**src/rtl/font_loader.sv**
```systemverilog
// Byte-stream font loader: writes 8x16 glyph rows into the font RAM write port.
// Bit 7 of the leading byte selects a glyph load or a zero-fill of that glyph.
module font_loader #(
   parameter int unsigned ADDR_WIDTH     = 11,
   parameter int unsigned DATA_WIDTH     = 8,
   parameter int unsigned TIMEOUT_CYCLES = 1024
) (
   input  logic                  clk_i,
   input  logic                  rst_i,
   input  logic                  s_valid_i,
   input  logic [DATA_WIDTH-1:0] s_data_i,
   output logic                  s_ready_o,
   output logic                  wr_en_o,
   output logic [ADDR_WIDTH-1:0] wr_addr_o,
   output logic [DATA_WIDTH-1:0] wr_data_o,
   output logic                  busy_o,
   output logic                  done_o,
   output logic                  err_o
);

   localparam int unsigned CODE_W  = 7;
   localparam int unsigned ROW_W   = 4;
   localparam int unsigned TIMER_W = (TIMEOUT_CYCLES > 1) ? $clog2(TIMEOUT_CYCLES) : 1;
   localparam logic [TIMER_W-1:0] TIMER_LAST = TIMER_W'(TIMEOUT_CYCLES - 1);
   localparam logic [ROW_W-1:0]   ROW_LAST   = ROW_W'(15);

   typedef enum logic [1:0] {
      IDLE,
      LOAD,
      CLEAR,
      DONE
   } state_t;

   state_t               state, state_n;
   logic [CODE_W-1:0]    code, code_n;
   logic [ROW_W-1:0]     row, row_n, row_inc;
   logic [TIMER_W-1:0]   timer, timer_n;
   logic                 wr_en_n, done_n, err_n;
   logic [ADDR_WIDTH-1:0] addr_n;
   logic [DATA_WIDTH-1:0] data_n;
   logic                 accept;

   assign s_ready_o = !rst_i && (state == IDLE || state == LOAD);
   assign busy_o    = (state != IDLE);
   assign accept    = s_valid_i && s_ready_o;
   assign row_inc   = row + ROW_W'(1);

   // State and registered outputs
   always_ff @(posedge clk_i) begin
      if (rst_i) begin
         state     <= IDLE;
         code      <= '0;
         row       <= '0;
         timer     <= '0;
         wr_en_o   <= 1'b0;
         wr_addr_o <= '0;
         wr_data_o <= '0;
         done_o    <= 1'b0;
         err_o     <= 1'b0;
      end else begin
         state     <= state_n;
         code      <= code_n;
         row       <= row_n;
         timer     <= timer_n;
         wr_en_o   <= wr_en_n;
         wr_addr_o <= addr_n;
         wr_data_o <= data_n;
         done_o    <= done_n;
         err_o     <= err_n;
      end
   end

   // Next-state and next-output logic
   always_comb begin
      state_n = state;
      code_n  = code;
      row_n   = row;
      timer_n = timer;
      wr_en_n = 1'b0;
      addr_n  = wr_addr_o;
      data_n  = wr_data_o;
      done_n  = 1'b0;
      err_n   = 1'b0;
      case (state)
         IDLE: begin
            if (accept) begin
               code_n  = s_data_i[CODE_W-1:0];
               row_n   = '0;
               timer_n = '0;
               if (s_data_i[7]) begin
                  // first zero row is issued here so the 16 writes fill the CLEAR cycles
                  state_n = CLEAR;
                  wr_en_n = 1'b1;
                  addr_n  = ADDR_WIDTH'({s_data_i[CODE_W-1:0], ROW_W'(0)});
                  data_n  = '0;
               end else begin
                  state_n = LOAD;
               end
            end
         end
         LOAD: begin
            if (accept) begin
               wr_en_n = 1'b1;
               addr_n  = ADDR_WIDTH'({code, row});
               data_n  = s_data_i;
               row_n   = row_inc;
               timer_n = '0;
               if (row == ROW_LAST) begin
                  state_n = DONE;
                  done_n  = 1'b1;
               end
            end else if (TIMEOUT_CYCLES != 0) begin
               if (timer == TIMER_LAST) begin
                  err_n   = 1'b1;
                  state_n = IDLE;
                  timer_n = '0;
                  row_n   = '0;
               end else begin
                  timer_n = timer + TIMER_W'(1);
               end
            end
         end
         CLEAR: begin
            if (row == ROW_LAST) begin
               state_n = IDLE;
               row_n   = '0;
            end else begin
               row_n   = row_inc;
               wr_en_n = 1'b1;
               addr_n  = ADDR_WIDTH'({code, row_inc});
               data_n  = '0;
               done_n  = (row_inc == ROW_LAST);
            end
         end
         DONE: begin
            state_n = IDLE;
         end
         default: begin
            state_n = IDLE;
         end
      endcase
   end

endmodule

```
**config.mk**
```make
export PLATFORM = sky130hd
export DESIGN_NAME = font_loader
export DESIGN_NICKNAME = d
export VERILOG_FILES = /design/src/rtl/font_loader.sv
export SDC_FILE = /design/constraint.sdc
export NUM_CORES = 1
export LEC_CHECK = 0
export CAP_MARGIN = 15
export CORE_ASPECT_RATIO = 0.7
export CORE_MARGIN = 8
export CORE_UTILIZATION = 48
export DETAILED_ROUTE_END_ITERATION = 12
export PLACE_DENSITY = 0.75
export SETUP_SLACK_MARGIN = 0.2
export SKIP_LAST_GASP = 1
export SLEW_MARGIN = 10
export SYNTH_ARGS = -nofsm -noshare
export SYNTH_HDL_FRONTEND = slang
export SYNTH_SLANG_ARGS = --single-unit
```
**constraint.sdc**
```tcl
create_clock -name clk_i -period 1.8 [get_ports clk_i]
set_clock_uncertainty 0.05 [all_clocks]
set_input_delay 0.36 -clock clk_i [delete_from_list [all_inputs] [get_ports clk_i]]
set_output_delay 0.36 -clock clk_i [all_outputs]
set_load 0.01 [all_outputs]
```
# Yosys cells after proc, flatten, opt, wreduce, memory -nomap -nowiden
# Index checks and enable logic that the tools add are counted.
# word_totals
register_bits	45
rom_bits	0
wordCells	75
output_inout_bits	24
mem_bits_rw	0
input_bits	11
latchBits	0
n_memories	0
# classes
eq_ne	13
div_mod_pow	0
mul	0
bitwise	1
muxes	36
n_addsub	2
reduce_logical	14
n_shift	0
magnitude_cmp	0
# op_table
operator	n
11-bit two-way mux	4
11-bit one-hot mux with 3 select lines	1
8-bit two-way mux	4
10-bit two-way mux	3
8-bit one-hot mux with 3 select lines	1
10-bit one-hot mux with 2 select lines	1
4-bit two-way mux	4
2-bit two-way mux	6
4-bit one-hot mux with 3 select lines	1
10-bit by 1-bit adder with 10-bit output (second input constant)	1
10-bit == test (second input constant)	1
2-bit != test (second input constant)	5
4-bit == test (second input constant)	2
1-bit two-way mux	8
2-bit one-hot mux with 4 select lines	1
3-bit by 2-bit != test with 1-bit output (second input constant)	2
5-bit AND reduction	1
4-bit by 1-bit adder with 4-bit output (second input constant)	1
2-bit == test (second input constant)	2
2-bit AND reduction	2
4-bit AND reduction	1
2-bit nonzero test	2
1-bit one-hot mux with 3 select lines	1
3-bit AND reduction	1
other kinds (9)	10

# Depth between registers and ports, before layout
# Gate-level depths: netlist of run 1.
# logic_depth
depth_word	6
depth_mapped	8
depth_no_buf	7

# Worst setup path before layout of run 1
# OpenSTA, ideal clock, no wires.
# synth_path
path_kind	flip-flop to flip-flop
startpoint	reg state[0]
endpoint	reg wr_addr_o[2]
required_time_ps	1680
n_path_buf	2
t_arrival_ps	1736
stages_incl_launch_ff	9
slack_ps	-56
synth_period_minus_slack_ps	1856
setup_time_ps	70
path_cell_list	dfxtp_1 inv_1 ha_1 or2_2 clkbuf_1 o2111ai_2 buf_4 nand2_1 a21oi_1
# synth_via
elab_chain_len	6
word_cells_on_any_way	13
classes_between	eq/ne (6); mux (1); reduce/logical (6)
# synth_lines
item	line	source
from (decl)	34	state_t state, state_n;
from (signal assigned)	61	state <= state_n;
2-bit by 1-bit == test with 1-bit output / 2-bit logical NOT (equally long branches)	43, 84	
1-bit logical OR	43	assign s_ready_o = !rst_i && (state == IDLE || state == LOAD);
1-bit logical AND	43	
1-bit logical AND	45	assign accept = s_valid_i && s_ready_o;
2-bit != test (no line)	--	
5-bit AND reduction (no line)	--	
to (signal assigned)	66	wr_addr_o <= addr_n;
to (decl)	14	output logic [ADDR_WIDTH-1:0] wr_addr_o,
# Parallel ways exist; a longest one is shown, timed or not.
# A chain may end at the register's enable or synchronous reset.

# Worst setup path in the final report of run 1
# layout_path
startpoint	reg state[0]
endpoint	out s_ready_o
# layout_via
elab_chain_len	3
word_cells_on_any_way	4
classes_between	eq/ne (1); reduce/logical (3)
# layout_lines
item	line	source
2-bit by 1-bit == test with 1-bit output / 2-bit logical NOT (equally long branches)	43	
1-bit logical OR (*)	43	
1-bit logical AND (*)	43	
to (decl)	12	output logic s_ready_o,
# Every way passes the cells marked *; elsewhere a longest branch is shown, timed or not.

==> out/results.txt, run 1 <==
Status - finished, violations left
Failing checks - setup timing
Slack of the critical path - -0.005472 ns
Worst R2R Start - state[0]
Crit path kind - flop to primary output
Sequential-to-total area share from yosys stat - 0.4025
Die H - 73.14 um
DR WL/cell - 17.70 um
Ys flop type - dfxtp_1
Syn avg cell area - 8.384 um^2
Ys async rst share - 0
CTS Sinks - 45
Core area - 4404 um^2
Layout cell share with drive strength beyond 1 - 0.3463
Overall routing resource usage - 0.1803
Worst Hold Launch - code[0]
CP Max Fanout - 3
RSZ-0062 raised after global routing - true
Drt drc - 0
Clk slew on worst S/H paths - 0.09 ns
Synthesis Warnings - 0
GPL Wtd Cong - 0.8988
Netlist cell types - 49
Die ar. - 7139 um^2
HPWL after DPL - 4.304 mm
DP Worst Slack - -0.3349 ns
First-pass GRT wire length - 10.61 mm
Most frequent cells in the layout - 41 x dfxtp_1, 32 x buf_4, 29 x nand2_1, 15 x nand3_1, 15 x a21oi_1
Maximum vdd drop - 765.4 uV
Slew HR - 0.7602
Critical path arrival - 1.40 ns
PwrDens - 1243 nW/um^2
Die Width - 97.62 um
Num CTS Buffers - 5
Initial detailed-routing violation count - 182
Final period utilization - 1.003
Layout area overhead - 47.85%
Cells after synthesis - 267
R2R setup slack - 0 ns
Via count - 2251
Clk buf depth - 2
Final setup viols - 3
CTS tree - built
Largest net degree at the start of global routing - 27
N_diodes - 0
Post-synthesis net count - 285
Reg2reg end - wr_data_o[2]
Maximum capacitance violations - 0
Vias in the first global route - 2129
Hold WC Path Type - flop to flop
#FFs+latches synth - 45
Clk Latency, worst-skew pair - 0.30 ns
Required time worst endpoint - 1.39 ns
Post-DRT Antenna Nets - 0
Overflow after GRT - 0
Lkg Pwr - 1.425 nW
Post-Syn Area - 2238 um^2
Root buffer cell - clkbuf_8
Min Tclk post-route - 1.805 ns
Initial antenna violation count - 0
H-tree levels - 2
WL final - 6.902 mm
1st-pass router iterations - 4
Hold endpoint - code[0]
Row count - 20
Hold Vio Cnt, Final - 0
Least-Margin Pin Slew - 0.3597 ns
Hold depth - 2
Reg2Reg Depth - 8
Kind of start point of the critical path - flop
Slew Viols, Final - 0
Initial core utilization - 0.5082
EDFF count, synth - 0
Critical Path End Type - primary output
Routed vias/inst - 5.772
Fin nets - 353
Port bufs - 34
IO Pins - 35
Fmax achieved - 553.9 MHz
Most common cell after layout, fill and taps aside - dfxtp_1
Power, Total - 4.112 mW
flip-flops by register name (all words and copies together), names as in the netlist:
| register | cells |
|---|---|
| timer | 10 |
| err_o | 1 |
| wr_data_o | 8 |
| wr_en_o | 1 |
| wr_addr_o | 11 |
| done_o | 1 |
| state | 2 |
| code | 7 |
| row | 4 |
what timing repair did:
action | in CTS | in global routing
hold buffers | 0 | 0
gates cloned | 2 | 0
endpoints found under the setup margin | 46 | 44
pin swaps | 18 | 18
resized for setup | 59 | 44
buffers inserted | 9 | 5
synthesized netlist by cell type, drive strengths merged, types with 3 or more instances:
cell type,n,share of area
nor2b,9,0.025
nor3,10,0.022
inv,7,0.012
nor2,18,0.030
nand3,20,0.045
nand2b,3,0.012
nand2,37,0.062
a211oi,7,0.023
xor2,6,0.023
a311oi,7,0.027
and2,4,0.012
nand4,8,0.025
clkbuf,12,0.034
a21oi,25,0.056
buf,5,0.016
o21ai,10,0.022
ha,7,0.039
dfxtp,45,0.40
how the worst max path moves through the flow:
stage / start / endpoint / cells after the start
5_1_grt: state[0] / wr_data_o[7] / 8
3_5_place_dp: rst_i / wr_addr_o[0] / 8
6_report: state[0] / s_ready_o / 5
4_1_cts: state[1] / s_ready_o / 5
2_1_floorplan: state[1] / wr_addr_o[2] / 8
3_3_place_gp: s_valid_i / wr_addr_o[0] / 8
routing by layer:
metal | global-route usage | wire [um] | share of wire
met1 | 0.2345 | 3095 | 0.45
met4 | 0.05184 | 124 | 0.018
met5 | 0 | 0 | 0
met3 | 0.05487 | 651 | 0.094
met2 | 0.2803 | 3031 | 0.44
logic make-up after synthesis:
| logic type | after synthesis | synth area share |
|---|---|---|
| AO/OA/AOI/OAI | 60 | 0.1750 |
| XOR/XNOR | 8 | 0.03130 |
| adder cells (fa/ha/maj) | 7 | 0.03913 |
| buffers and inverters | 25 | 0.06707 |
| flip-flops | 45 | 0.4025 |
| multiplexers | 1 | 0.004472 |
| AND/OR/NAND/NOR | 121 | 0.2806 |
metrics by stage:
step	util	setup TNS (ns)	instance area (um^2)	hold WS, ns	std cells
final	0.7514	-0.006902	3309	0.4138	390
after detailed placement	0.6330	-8.988	2788	0.3983	367
after floorplan	-	0	2308	0.3863	267
after global placement	0.6330	-7.376	2788	0.3905	367
after CTS	0.7074	0	3115	0.4086	385
after global routing	0.7514	-0.4655	3309	0.4213	390
cell type report:
class / instances / area [um^2]
Sequential cell: 45 / 908.4
Tap cell: 55 / 68.82
Multi-Input combinational cell: 198 / 1473
Clock inverter: 2 / 35.03
Fill cell: 291 / 1095
Inverter: 7 / 33.78
Clock buffer: 5 / 68.82
Timing Repair Buffer: 78 / 721.9
power breakdown:
part	leakage [nW]	switching (mW)	total (mW)	internal, mW
clock network	0.0540	0.347	0.751	0.404
registers	0.368	0.0931	1.23	1.13
logic	1.00	1.13	2.13	1.01
worst max-delay path, cell delays in order, from the launching register on:
cell and delay, ns:
dfxtp_4 0.39, inv_4 0.05, ha_4 0.16, or2_4 0.23, and2_4 0.15, buf_6 0.11
(Power assumes the default switching activity.)
==> run 2: changes to the inputs <==
--- a/config.mk
+++ b/config.mk
@@ -7,3 +7,3 @@
 export LEC_CHECK = 0
-export CAP_MARGIN = 15
+export CAP_MARGIN = 0
 export CORE_ASPECT_RATIO = 0.7
@@ -13,3 +13,3 @@
 export PLACE_DENSITY = 0.75
-export SETUP_SLACK_MARGIN = 0.2
+export SETUP_SLACK_MARGIN = 0.1
 export SKIP_LAST_GASP = 1
--- a/constraint.sdc
+++ b/constraint.sdc
@@ -4,2 +4,2 @@
 set_output_delay 0.36 -clock clk_i [all_outputs]
-set_load 0.01 [all_outputs]
+set_load 0.02 [all_outputs]
==> run 2 against run 1 <==
  * The flow still finishes with violations (setup timing)
  * Die area is the same
  * First-iteration DRC count down 5.5%
  * Hold slack worse by 0.0057 ns
  * Cell count rose by 3.1%
  * Worst setup slack got worse by 0.0037 ns
  * Wire length decreased by 0.49%
  * Clock-buffer cell count up 1
  * Clock power decreased by 19%
  * Critical path depth up 3
  * Largest power group unchanged
==> out/results.txt, run 2 (same netlist as run 1, synthesis figures left out) <==
Slack of the critical path - -0.009219 ns
Layout cell share with drive strength beyond 1 - 0.3429
Overflow after GRT - 0
Combinational share of power - 0.567
Maximum capacitance violations - 0
Reg2Reg Depth - 8
Final setup viols - 4
Root buffer cell - clkbuf_8
Fmax achieved - 552.7 MHz
Layout area overhead - 50.81%
Min Tclk post-route - 1.809 ns
Slew Viols, Final - 0
Largest register FFs - 11
WL met1 - 3.027 mm
Critical path arrival - 1.99 ns
Sw frac - 0.3967
Final period utilization - 1.005
Hold depth - 2
Vias in the first global route - 2229
Hold_ws - 0.4080 ns
Num CTS Buffers - 5
Setup_tns - -0.02637 ns
Largest regs - wr_addr_o (11), timer (10), wr_data_o (8)
CTS tree - built
Routed vias/inst - 5.821
Least-Margin Pin Slew - 0.3319 ns
GPL Wtd Cong - 0.8530
WL final - 6.868 mm
Die H - 73.14 um
Worst R2R Start - state[1]
HPWL after DPL - 4.111 mm
CP Max Fanout - 10
IO Pins - 35
Post-CTS Hold Buffers - 0
Clk buf depth - 2
N_diodes - 0
Die Width - 97.62 um
Lkg Pwr - 1.431 nW
Flop pwr share - 0.289
Clk slew on worst S/H paths - 0.09 ns
Initial core utilization - 0.5082
Psw - 1.686 mW
Most flops, register - wr_addr_o
Initial detailed-routing violation count - 172
Initial antenna violation count - 0
Fin nets - 364
Post-DRT Antenna Nets - 0
WL met3 - 670 um
Most frequent cells in the layout - 45 x buf_4, 41 x dfxtp_1, 34 x nand2_1, 22 x a21oi_1, 20 x clkdlybuf4s50_1
Setup crit start - s_data_i[7]
Met2 wire length - 3.131 mm
Maximum vdd drop - 759.9 uV
Uppermost routed layer - met4
1st-pass router iterations - 5
Largest net degree at the start of global routing - 24
Status - finished, violations left
First-pass GRT wire length - 10.56 mm
Slew HR - 0.7786
Kind of start point of the critical path - input pin
Failing checks - setup timing
Crit path kind - input pin to flop
Required time worst endpoint - 1.98 ns
RSZ-0062 raised after global routing - true
Die ar. - 7139 um^2
PwrDens - 1259 nW/um^2
Clk Latency, worst-skew pair - 0.30 ns
Clock network power share - 0.144
CTS Sinks - 45
Drt drc - 0
Worst Hold Launch - wr_data_o[1]
Row count - 20
Port bufs - 34
DR WL/cell - 17.08 um
Critical Path End Type - flop
Core area - 4404 um^2
Via count - 2340
Overall routing resource usage - 0.1777
Hold Vio Cnt, Final - 0
Int Power - 2.565 mW
Hold WC Path Type - flop to flop
H-tree levels - 2
Most common cell after layout, fill and taps aside - buf_4
run 2: power groups by stage:
stage | Clock [mW] | Combinational, mW | Sequential [mW]
final | 0.612 | 2.41 | 1.23
after global routing | 0.655 | 2.57 | 1.24
after CTS | 0.615 | 2.01 | 1.22
after detailed placement | 0 | 1.66 | 1.23
after global placement | 0 | 1.63 | 1.22
after floorplan | 0 | 0.969 | 1.32
run 2: path summary, 6_finish.rpt:
path / endpoint / slack, ns
min: wr_data_o[1] / 0.41
max: wr_data_o[7] / -0.009
max reg2reg: state[0] / -0.009
min reg2reg: wr_data_o[1] / 0.41
run 2: critical path: stages:
cell and delay (ns):
clkdlybuf4s50_1 0.52, inv_1 0.09, o21ai_1 0.16, buf_4 0.17
o2111a_2 0.26, clkbuf_16 0.18, nand3_1 0.09, a21oi_1 0.16
run 2: final cells by class:
cell class	count	area, um^2
inverter	7	31.28
fill	288	1028
clock inverter	2	10.01
multi-input combinational	198	1440
timing repair buffer	89	844.6
clock buffer	6	72.57
sequential	45	908.4
tap	55	68.82
run 2: per-stage QoR:
stage | area (um^2) | cells | power, mW | setup WS (ns) | util
after global routing | 3376 | 402 | 4.462 | -0.07594 | 0.7665
after detailed placement | 2780 | 368 | 2.882 | -0.3787 | 0.6313
after CTS | 3149 | 393 | 3.837 | 0.005462 | 0.7151
after floorplan | 2271 | 267 | 2.286 | 0.1505 | -
after global placement | 2780 | 368 | 2.858 | -0.3132 | 0.6313
final | 3376 | 402 | 4.252 | -0.009219 | 0.7665
run 2: metal layers:
metal | global-route usage | up-vias
met5 | 0 | -
met4 | 0.03679 | 0
met3 | 0.06244 | 8
met2 | 0.2736 | 118
met1 | 0.2331 | 1106
li1 | - | 1108
run 2: what timing repair did:
item / in CTS / in global routing
pin swaps: 15 / 22
resized for setup: 49 / 37
hold endpoints to repair: 0 / 0
setup buffers: 15 / 8
setup endpoints to repair: 34 / 45
gates cloned: 3 / 1
==> RTL edit (flow settings as in run 1) <==
The 4 states of `state_t` get a one-hot encoding in 4 bits.
--- a/src/rtl/font_loader.sv
+++ b/src/rtl/font_loader.sv
@@ -24,11 +24,11 @@
    localparam logic [TIMER_W-1:0] TIMER_LAST = TIMER_W'(TIMEOUT_CYCLES - 1);
    localparam logic [ROW_W-1:0]   ROW_LAST   = ROW_W'(15);
 
-   typedef enum logic [1:0] {
-      IDLE,
-      LOAD,
-      CLEAR,
-      DONE
+   typedef enum logic [3:0] {
+      IDLE  = 4'b0001,
+      LOAD  = 4'b0010,
+      CLEAR = 4'b0100,
+      DONE  = 4'b1000
    } state_t;
 
    state_t               state, state_n;
Formal check against the unedited RTL: same outputs for any inputs over 10 cycles, from zero or initial values and one cycle with rst_i high; not proved beyond that.
==> RTL edit against run 1 <==
The run still ends with setup timing left. Total power rose by 11%. Design area rose by 7.7%. Non-clock buffer count rose by 15. Wire length rose by 17%. Clock power rose by 21%. Worst setup slack got worse by 0.023 ns. Sequential cell count rose by 2. Synthesized area rose by 0.17%. Critical path type is now reg -> reg. Largest power group unchanged.
==> RTL edit: results (changes against run 1) <==
* Routed length on met3 at 743 µm (+14%)
* # H-tree levels at 2 (unchanged)
* Finished Layout Cells at 385 (-1.3%)
* Commonest cells post-synth: dfxtp_1 (47), a21oi_1 (24), nand2_1 (13)
* WL/cell at 21.0 µm (+18%)
* Drt first pass iters at 5 (+1)
* Clock-pin slew on the worst setup and hold paths at 0.08 ns
* Synth cell types at 48 (-2.0%)
* Largest cells by area after synthesis: dfxtp_1 (42%), a21oi_1 (5.4%), mux2i_1 (4.5%), xor2_1 (3.9%), a22o_1 (3.1%)
* CP max stage delay at 0.34 ns (-0.05 ns)
* Vias in the first global route at 2437 (+14%)
* GPL Wtd Cong at 0.897 (-0.20%)
* Hpwl dp at 4.92 mm (+14%)
* Net Count, Synth at 258 (-9.5%)
* Hold path endpoint: code[3]
* Nets at 343 (-2.8%)
* R2R cell count at 7 (-1)
* Failing checks: setup timing
* Placed cells at 368 (+0.27%)
* Cell Area, Placed at 2990 µm² (+7.3%)
* Layout fillers at 255 (-12%)
* Hold_sp: code[3]
* Slew headroom at 75.6% (-0.38 points)
* DR iter-0 viols at 275 (+51%)
* P_sw at 1.72 mW (+9.5%)
* DRT met1 WL at 3.54 mm (+14%)
* Met2 WL at 3.65 mm (+20%)
* VDD IR-drop max at 0.868 mV (+13%)
* Setup ws final at -0.0284 ns (-0.0229 ns)
* Final setup viols at 1 (-2)
* Slowest cell on crit path: dfxtp_2
* WHS at 0.408 ns (-0.00611 ns)
* Sequential area share after synthesis at 42.0% (+1.7 points)
* Worst R2R End: row[2]
* Outcome: complete, but fails checks
* Arr. time, crit path at 1.98 ns (+0.58 ns)
* Pin count of the biggest net entering global routing at 22 (-19%)
* Setup_tns at -0.0284 ns (-0.0215 ns)
* Hold Path Depth at 2 (unchanged)
* Top delay family on crit path: compound AO/OA/AOI/OAI gates
* Critical path peak fanout at 3 (unchanged)
* Pre-CTS setup slack at -0.462 ns (-0.127 ns)
* Syn avg cell area at 9.19 µm² (+9.6%)
* Total Routing Usage GR at 21.1% (+3.1 points)
* Initial antenna violation count at 0 (unchanged)
* Share of cells above drive strength 1 at 39.1% (+4.5 points)
* Worst r2r src: state[1]
* Via-to-Cell Ratio at 6.35 (+9.9%)
* Critical path type: reg -> reg
* LEAKAGE at 1.61 nW (+13%)
* Final Cell Area at 3560 µm² (+7.7%)
* First-pass GRT wire length at 12.3 mm (+16%)
## RTL edit: cell count changes after synthesis, moves of 4 or more
cell / before / now
mux2i_1: 1 / 10
ha_1: 7 / 3
a22o_1: 1 / 8
o211ai_1: 0 / 4
nand2_1: 37 / 13
nor2b_1: 9 / 4
nand3_1: 20 / 11
and3_1: 1 / 5
a311oi_1: 7 / 1
nand2b_1: 2 / 6
nor2_1: 18 / 7
xor2_1: 6 / 10
## RTL edit: repair_timing
action,4_1_cts,5_1_grt
buffers inserted,7,2
pin swaps,12,9
resized for setup,75,39
endpoints found under the setup margin,59,59
## RTL edit: area by class of cell
class | count | area share (%)
Multi-Input combinational cell | 176 | 43.5
Clock inverter | 2 | 1.68
Tap cell | 55 | 1.93
Timing Repair Buffer | 93 | 23.5
Sequential cell | 47 | 26.7
Inverter | 6 | 0.632
Clock buffer | 6 | 2.04
## RTL edit: kinds of logic after synthesis
kind of cell	share of synthesized area [%]
buffers and inverters	3.74
muxes	4.46
xor gates and xnor gates	4.30
and+or+nand+nor	21.0
DFF	42.0
AOI/OAI and AO/OA	22.9
adders and majority gates	1.67
## RTL edit: power by group through the flow
stage | sequential (mW) | clock (mW) | combinational, mW
floorplan | 1.28 | 0 | 0.897
CTS | 1.25 | 0.913 | 2.12
global route | 1.27 | 0.960 | 2.53
global placement | 1.26 | 0 | 1.75
finish | 1.26 | 0.910 | 2.41
detailed placement | 1.26 | 0 | 1.78
## RTL edit: worst min-delay path: cells and delay by family, from the launching register on
family	cells	cell delay (ns)
AOI/OAI and AO/OA	1	0.05
DFF	1	0.32
and+or+nand+nor	1	0.05
## RTL edit: per-layer routing
layer / vias to the layer above / global-route usage [%]
met5: - / 0
met4: 0 / 7.53
met3: 22 / 5.39
met2: 140 / 32.4
met1: 1191 / 27.9
li1: 1090 / -
